`src/rtl/opb_register_simulink2ppc_pkg.sv`:
```
// Shared definitions for the fabric-to-PPC OPB software register: register map,
// status/control bit positions and the ack FSM state type.
package opb_register_simulink2ppc_pkg;

  localparam logic [7:0] REG_DATA    = 8'h00;
  localparam logic [7:0] REG_STATUS  = 8'h04;
  localparam logic [7:0] REG_CONTROL = 8'h08;

  // The slave decodes word offsets (byte offset bits 7..2).
  localparam logic [5:0] WOFF_DATA    = REG_DATA[7:2];
  localparam logic [5:0] WOFF_STATUS  = REG_STATUS[7:2];
  localparam logic [5:0] WOFF_CONTROL = REG_CONTROL[7:2];

  localparam int ST_FRESH_BIT   = 0;
  localparam int ST_OVERRUN_BIT = 1;
  localparam int ST_FREEZE_BIT  = 2;
  localparam int ST_COUNT_LSB   = 16;

  localparam int CTRL_CLEAR_BIT  = 0;
  localparam int CTRL_FREEZE_BIT = 1;

  typedef enum logic {
    IDLE = 1'b0,
    ACK  = 1'b1
  } ack_state_t;

  typedef struct packed {
    logic [15:0] count;
    logic        freeze;
    logic        overrun;
    logic        fresh;
  } status_t;

  function automatic logic [31:0] pack_status(input status_t s);
    logic [31:0] w;
    w = '0;
    w[ST_COUNT_LSB +: 16] = s.count;
    w[ST_FREEZE_BIT]      = s.freeze;
    w[ST_OVERRUN_BIT]     = s.overrun;
    w[ST_FRESH_BIT]       = s.fresh;
    return w;
  endfunction

endpackage

```
`src/rtl/opb_slave_ack_fsm.sv`:
```
// OPB slave address decode and single-cycle acknowledge FSM, shared by the
// software-register blocks. Strobes and offset are registered and valid in ACK.
module opb_slave_ack_fsm
  import opb_register_simulink2ppc_pkg::*;
#(
  parameter int                      C_OPB_AWIDTH = 32,
  parameter logic [C_OPB_AWIDTH-1:0] C_BASEADDR   = 32'h01100200,
  parameter logic [C_OPB_AWIDTH-1:0] C_HIGHADDR   = 32'h011002FF
) (
  input  logic                  clk,
  input  logic                  rst_n,
  input  logic [0:C_OPB_AWIDTH-1] abus,
  input  logic                  select,
  input  logic                  rnw,
  output logic                  hit,
  output logic [5:0]            hit_offset,
  output logic                  ack,
  output logic                  rd_strobe,
  output logic                  wr_strobe,
  output logic [5:0]            offset
);

  ack_state_t state;

  // A hit is only recognised from IDLE, so a select held through the ack
  // cycle starts a fresh transaction rather than extending the old one.
  assign hit        = (state == IDLE) && select &&
                      (abus >= C_BASEADDR) && (abus <= C_HIGHADDR);
  assign hit_offset = abus[C_OPB_AWIDTH-8 : C_OPB_AWIDTH-3];

  always_ff @(posedge clk or negedge rst_n) begin
    if (!rst_n) begin
      state     <= IDLE;
      ack       <= 1'b0;
      rd_strobe <= 1'b0;
      wr_strobe <= 1'b0;
      offset    <= '0;
    end else begin
      case (state)
        IDLE: begin
          if (hit) begin
            state     <= ACK;
            ack       <= 1'b1;
            rd_strobe <= rnw;
            wr_strobe <= ~rnw;
            offset    <= hit_offset;
          end
        end
        ACK: begin
          state     <= IDLE;
          ack       <= 1'b0;
          rd_strobe <= 1'b0;
          wr_strobe <= 1'b0;
        end
        default: begin
          state     <= IDLE;
          ack       <= 1'b0;
          rd_strobe <= 1'b0;
          wr_strobe <= 1'b0;
        end
      endcase
    end
  end

endmodule

```
`src/rtl/opb_register_simulink2ppc.sv`:
```
// Fabric-to-PPC software register: captures fabric words on a valid strobe and
// serves them, plus fresh/overrun/count status and a freeze control, over OPB.
module opb_register_simulink2ppc
  import opb_register_simulink2ppc_pkg::*;
#(
  parameter logic [31:0] C_BASEADDR   = 32'h01100200,
  parameter logic [31:0] C_HIGHADDR   = 32'h011002FF,
  parameter int          C_OPB_AWIDTH = 32,
  parameter int          C_OPB_DWIDTH = 32,
  parameter string       C_FAMILY     = "virtex6"
) (
  input  logic                    OPB_Clk,
  input  logic                    OPB_Rst_n,
  input  logic [0:C_OPB_AWIDTH-1] OPB_ABus,
  input  logic [0:3]              OPB_BE,
  input  logic [0:C_OPB_DWIDTH-1] OPB_DBus,
  input  logic                    OPB_RNW,
  input  logic                    OPB_select,
  input  logic                    OPB_seqAddr,
  output logic [0:C_OPB_DWIDTH-1] Sl_DBus,
  output logic                    Sl_errAck,
  output logic                    Sl_retry,
  output logic                    Sl_toutSup,
  output logic                    Sl_xferAck,
  input  logic [31:0]             user_data_in,
  input  logic                    user_data_valid,
  output logic                    user_overrun
);

  localparam string unused_family = C_FAMILY;

  logic        hit;
  logic [5:0]  hit_offset;
  logic        ack;
  logic        rd_strobe;
  logic        wr_strobe;
  logic [5:0]  offset;

  logic [31:0] data_reg;
  logic        fresh;
  logic        overrun;
  logic        freeze;
  logic [15:0] count;

  logic [31:0] rd_q;
  logic [31:0] rd_mux;
  status_t     status;
  logic        wr_clear_q;
  logic        wr_freeze_q;
  logic        wr_be_q;

  logic        capture;
  logic        data_read;
  logic        ctrl_write;
  logic        ctrl_clear;
  logic        unused_bits;

  opb_slave_ack_fsm #(
    .C_OPB_AWIDTH (C_OPB_AWIDTH),
    .C_BASEADDR   (C_BASEADDR[C_OPB_AWIDTH-1:0]),
    .C_HIGHADDR   (C_HIGHADDR[C_OPB_AWIDTH-1:0])
  ) u_ack_fsm (
    .clk        (OPB_Clk),
    .rst_n      (OPB_Rst_n),
    .abus       (OPB_ABus),
    .select     (OPB_select),
    .rnw        (OPB_RNW),
    .hit        (hit),
    .hit_offset (hit_offset),
    .ack        (ack),
    .rd_strobe  (rd_strobe),
    .wr_strobe  (wr_strobe),
    .offset     (offset)
  );

  always_comb begin
    status         = '0;
    status.count   = count;
    status.freeze  = freeze;
    status.overrun = overrun;
    status.fresh   = fresh;
  end

  always_comb begin
    rd_mux = '0;
    case (hit_offset)
      WOFF_DATA:    rd_mux = data_reg;
      WOFF_STATUS:  rd_mux = pack_status(status);
      WOFF_CONTROL: rd_mux[CTRL_FREEZE_BIT] = freeze;
      default:      rd_mux = '0;
    endcase
  end

  // Read data is frozen at the hit edge and is non-zero only for the ack
  // cycle, keeping the wired-OR bus quiet otherwise.
  always_ff @(posedge OPB_Clk or negedge OPB_Rst_n) begin
    if (!OPB_Rst_n) begin
      rd_q        <= '0;
      wr_clear_q  <= 1'b0;
      wr_freeze_q <= 1'b0;
      wr_be_q     <= 1'b0;
    end else begin
      rd_q <= (hit && OPB_RNW) ? rd_mux : '0;
      if (hit && !OPB_RNW) begin
        wr_clear_q  <= OPB_DBus[C_OPB_DWIDTH-1-CTRL_CLEAR_BIT];
        wr_freeze_q <= OPB_DBus[C_OPB_DWIDTH-1-CTRL_FREEZE_BIT];
        wr_be_q     <= OPB_BE[3];
      end
    end
  end

  assign capture    = user_data_valid && !freeze;
  assign data_read  = rd_strobe && (offset == WOFF_DATA);
  assign ctrl_write = wr_strobe && (offset == WOFF_CONTROL) && wr_be_q;
  assign ctrl_clear = ctrl_write && wr_clear_q;

  // A capture coinciding with a DATA read is not an overrun: software has just
  // consumed the previous word. A control clear beats any overrun set.
  always_ff @(posedge OPB_Clk or negedge OPB_Rst_n) begin
    if (!OPB_Rst_n) begin
      data_reg <= '0;
      fresh    <= 1'b0;
      overrun  <= 1'b0;
      freeze   <= 1'b0;
      count    <= '0;
    end else begin
      if (capture) begin
        data_reg <= user_data_in;
      end

      if (capture) begin
        fresh <= 1'b1;
      end else if (data_read) begin
        fresh <= 1'b0;
      end

      if (ctrl_clear) begin
        overrun <= 1'b0;
      end else if (capture && fresh && !data_read) begin
        overrun <= 1'b1;
      end

      if (ctrl_clear) begin
        count <= capture ? 16'd1 : 16'd0;
      end else if (capture) begin
        count <= count + 16'd1;
      end

      if (ctrl_write) begin
        freeze <= wr_freeze_q;
      end
    end
  end

  assign Sl_DBus      = rd_q;
  assign Sl_xferAck   = ack;
  assign Sl_errAck    = 1'b0;
  assign Sl_retry     = 1'b0;
  assign Sl_toutSup   = 1'b0;
  assign user_overrun = overrun;

  assign unused_bits = ^{OPB_seqAddr, OPB_BE[0:2], OPB_DBus[0:C_OPB_DWIDTH-3]};

endmodule

```
`config.mk`:
```
export PLATFORM = sky130hd
export DESIGN_NAME = opb_register_simulink2ppc
export DESIGN_NICKNAME = d
export VERILOG_FILES = /design/src/rtl/opb_register_simulink2ppc_pkg.sv /design/src/rtl/opb_slave_ack_fsm.sv /design/src/rtl/opb_register_simulink2ppc.sv
export SDC_FILE = /design/constraint.sdc
export NUM_CORES = 1
export LEC_CHECK = 0
export ABC_AREA = 1
export BUFFER_PORTS_ARGS = -buffer_cell sky130_fd_sc_hd__buf_2
export CORE_UTILIZATION = 36
export DETAILED_ROUTE_END_ITERATION = 7
export HOLD_SLACK_MARGIN = 0.12
export PLACE_DENSITY_LB_ADDON = 0.12
export RECOVER_POWER = 25
export SLEW_MARGIN = 25
export SYNTH_ARGS = -nofsm -noshare
export SYNTH_HDL_FRONTEND = slang
export SYNTH_SLANG_ARGS = --single-unit
```
`constraint.sdc`:
```
create_clock -name OPB_Clk -period 1.6 [get_ports OPB_Clk]
set_input_delay 0.24 -clock OPB_Clk [delete_from_list [all_inputs] [get_ports OPB_Clk]]
set_output_delay 0.24 -clock OPB_Clk [all_outputs]
set_load 0.05 [all_outputs]
```
==> flow_metrics.py <==
metrics = {
    "run_status": {
        "status": "complete, no violations",
    },
    "cts": {
        "cts_tree": "built",
        "clock_path_buffers": 2,
        "clk_latency_ns": 0.34,
        "cts.sinks": 96,
        "path_clk_slew_ns": 0.07,
        "root_buffer": "clkbuf_16",
        "h-tree-depth": 3,
        "cts_buffers": 9,
    },
    "global_route": {
        "grt_pass1_vias": 3759,
        "use_met3": 0.0301,
        "gr-total-overflow": 0,
        "grt_pass1_wl_um": 17800,
        "grt-busiest-layer": "met2",
        "track_usage": 0.183,
        "gr-usage-met1": 0.244,
        "grt_use_met2": 0.303,
        "grt_start_max_net_pins": 49,
        "antenna_found_initial": 0,
    },
    "route": {
        "drt-pass1-iter-count": 6,
        "drc": 0,
        "wl_um": 10500,
        "postRouteAntennaNets": 0,
        "viasPerCell": 4.56,
        "wl_per_cell_um": 13.1,
        "drtIter0Drc": 158,
        "num_vias": 3656,
    },
    "critical_path": {
        "reg2reg_from": "freeze",
        "slowest_delay_ns": 0.54,
        "critical_path.slowest_cell": "dlygate4sd3_1",
        "cp.required_ns": 1.87,
        "crit_path_start_kind": "input pin",
        "crit_path_start": "OPB_ABus[26]",
        "end_kind": "flop",
        "critPathMaxFanout": 16,
        "crit_chain": "dlygate4sd3_1, buf_2, nor2_4, nand2_2, nor3_4, buf_4, buf_12, a22oi_1, nor2_1",
        "critPathBufInv": 4,
        "crit_type": "in2reg",
        "cp_top_family": "buffers and inverters",
        "cp.arrival_ns": 1.79,
    },
    "floorplanning": {
        "fp.dieW_um": 111,
        "start_util": 0.372,
        "die_y_um": 111,
        "rows": 39,
        "fp.dieArea_um2": 12300,
        "io_pins": 143,
        "core_area_um2": 11500,
    },
    "synthesis": {
        "syn_area_um2": 4260,
        "yosys.cell_count.top_type": "nand2_1",
        "synth_compound_area_frac": 0.0602,
        "ys_seq_elements": 96,
        "yosysTopAreaCell": "dfrtp_1",
        "synth_top_cell_area_share": 0.563,
        "synth_area_leaders": "dfrtp_1, nand2_1, nor2_1",
        "ys_types": 29,
        "synth_seq_area_share": 0.563,
        "syn_area_per_cell_um2": 8.49,
        "yosys.area_share.adder": 0.00293,
        "synth_ff_type": "dfrtp_1",
        "synth.top_cells.by_count": "nand2_1, dfrtp_1, nor2_1",
        "synth_edf_count": 0,
        "yosysWarnings": 0,
        "netlist_instances": 502,
        "synth_xor_area_frac": 0,
        "synthMuxAreaShare": 0,
        "synth_top_family_by_area": "simple AND/OR/NAND/NOR gates",
        "synthSimpleGateAreaFrac": 0.305,
        "synth-async-reset-ratio": 1.00,
    },
    "timing": {
        "tightest_slew_ns": 0.650,
        "tns_ns": 0,
        "max_slew_margin": 0.567,
        "fin_skew_ns": 0.00642,
        "holdWs_ns": 0.129,
        "finalCritPeriodShare": 0.951,
        "hold_viol": 0,
        "setup_violations": 0,
        "fmax_mhz": 657,
        "finalMaxSlewViolations": 0,
        "min_period_ns": 1.52,
    },
    "finish": {
        "drive_gt1_frac": 0.249,
        "final_nets": 761,
        "diodes": 0,
        "final_util": 0.500,
        "syn2layout_area_growth_pct": 34.5,
        "fin_area_um2": 5740,
    },
    "place": {
        "io_buffers": 103,
        "routabilityCongestion": 0.805,
        "placed_area_um2": 4990,
        "dpl.hpwl_um": 6850,
    },
    "hold_path": {
        "hold_class": "in2reg",
        "worstHoldStart": "OPB_ABus[25]",
    },
    "power_and_ir_drop": {
        "power_leakage_nw": 2.99,
        "ir_worst_vdd_mv": 0.660,
        "powerDensity_nw_per_um2": 977,
    },
    "run": {
        "max-cap-violations": 0,
    },
}
[cell families after synthesis]
logic type | Yosys count
AND/OR/NAND/NOR | 305
adder cells (fa/ha/maj) | 1
buffers and inverters | 60
flip-flops | 96
other | 1
AO/OA/AOI/OAI | 39
[worst register-to-register path, delay by kind of cell, from the launching register on]
kind	cells	cell delay (ns)
compound gates	1	0.07
buf+inv	1	0.12
flops	1	0.43
simple gates	5	0.79
[where the power goes]
part / switching [mW] / leakage (nW) / internal [mW] / total (mW)
Combinational: 0.361 / 1.60 / 0.290 / 0.651
Sequential: 0.146 / 1.23 / 2.57 / 2.72
Clock: 0.925 / 0.157 / 1.31 / 2.24
Total: 1.43 / 2.99 / 4.17 / 5.61
[layer usage]
metal	routed length, um	part of all wire
met5	0	0
met2	4990	0.48
met4	146	0.014
met3	324	0.031
met1	5020	0.48
[cell usage in the layout, fill, tap and decap left out, types with 3 or more instances in the layout]
master / count
buf_12: 4
nor2_4: 6
o21ai_2: 4
clkbuf_2: 3
a22oi_1: 18
dfrtp_1: 96
nor2_2: 6
inv_6: 3
buf_2: 103
o21ai_0: 11
buf_4: 9
dlygate4sd3_1: 37
nand3_1: 19
conb_1: 3
nand2_1: 182
inv_1: 38
nand4_1: 5
nor2_1: 74
a21oi_1: 5
clkbuf_16: 10
[timing repair]
item	in CTS	in global routing
hold buffers	37	0
endpoints found under the hold margin	58	0
gates resized for setup	0	4
setup buffers	0	4
setup endpoints to repair	0	6
[stage by stage]
stage	worst slack, ns	instances	total power, mW
2_1_floorplan	0.296	504	3.05
3_3_place_gp	0.169	743	3.33
3_5_place_dp	0.128	743	3.35
4_1_cts	0.0681	796	5.68
5_1_grt	-0.0165	802	5.92
6_report	0.0777	802	5.61
[worst paths after layout]
check / endpoint / slack, ns / cells after the start
max in group asynchronous: data_reg[28] / 0.27 / 3
hold reg to reg: data_reg[18] / 0.48 / 2
setup / recovery: Sl_DBus[10] / 0.08 / 9
setup reg to reg: count[9] / 0.14 / 7
hold / removal: u_ack_fsm.offset[4] / 0.13 / 3
min in group asynchronous: Sl_DBus[30] / 0.47 / 2
[cell type report]
type,count,area [um2]
fill,1101,5730
clock inverter,5,61.3
inverter,40,150
multi-input combinational,348,1600
tap,143,179
sequential,96,2400
clock buffer,11,253
timing repair buffer,159,1100
No activity file was read; power rests on OpenSTA's default activity.
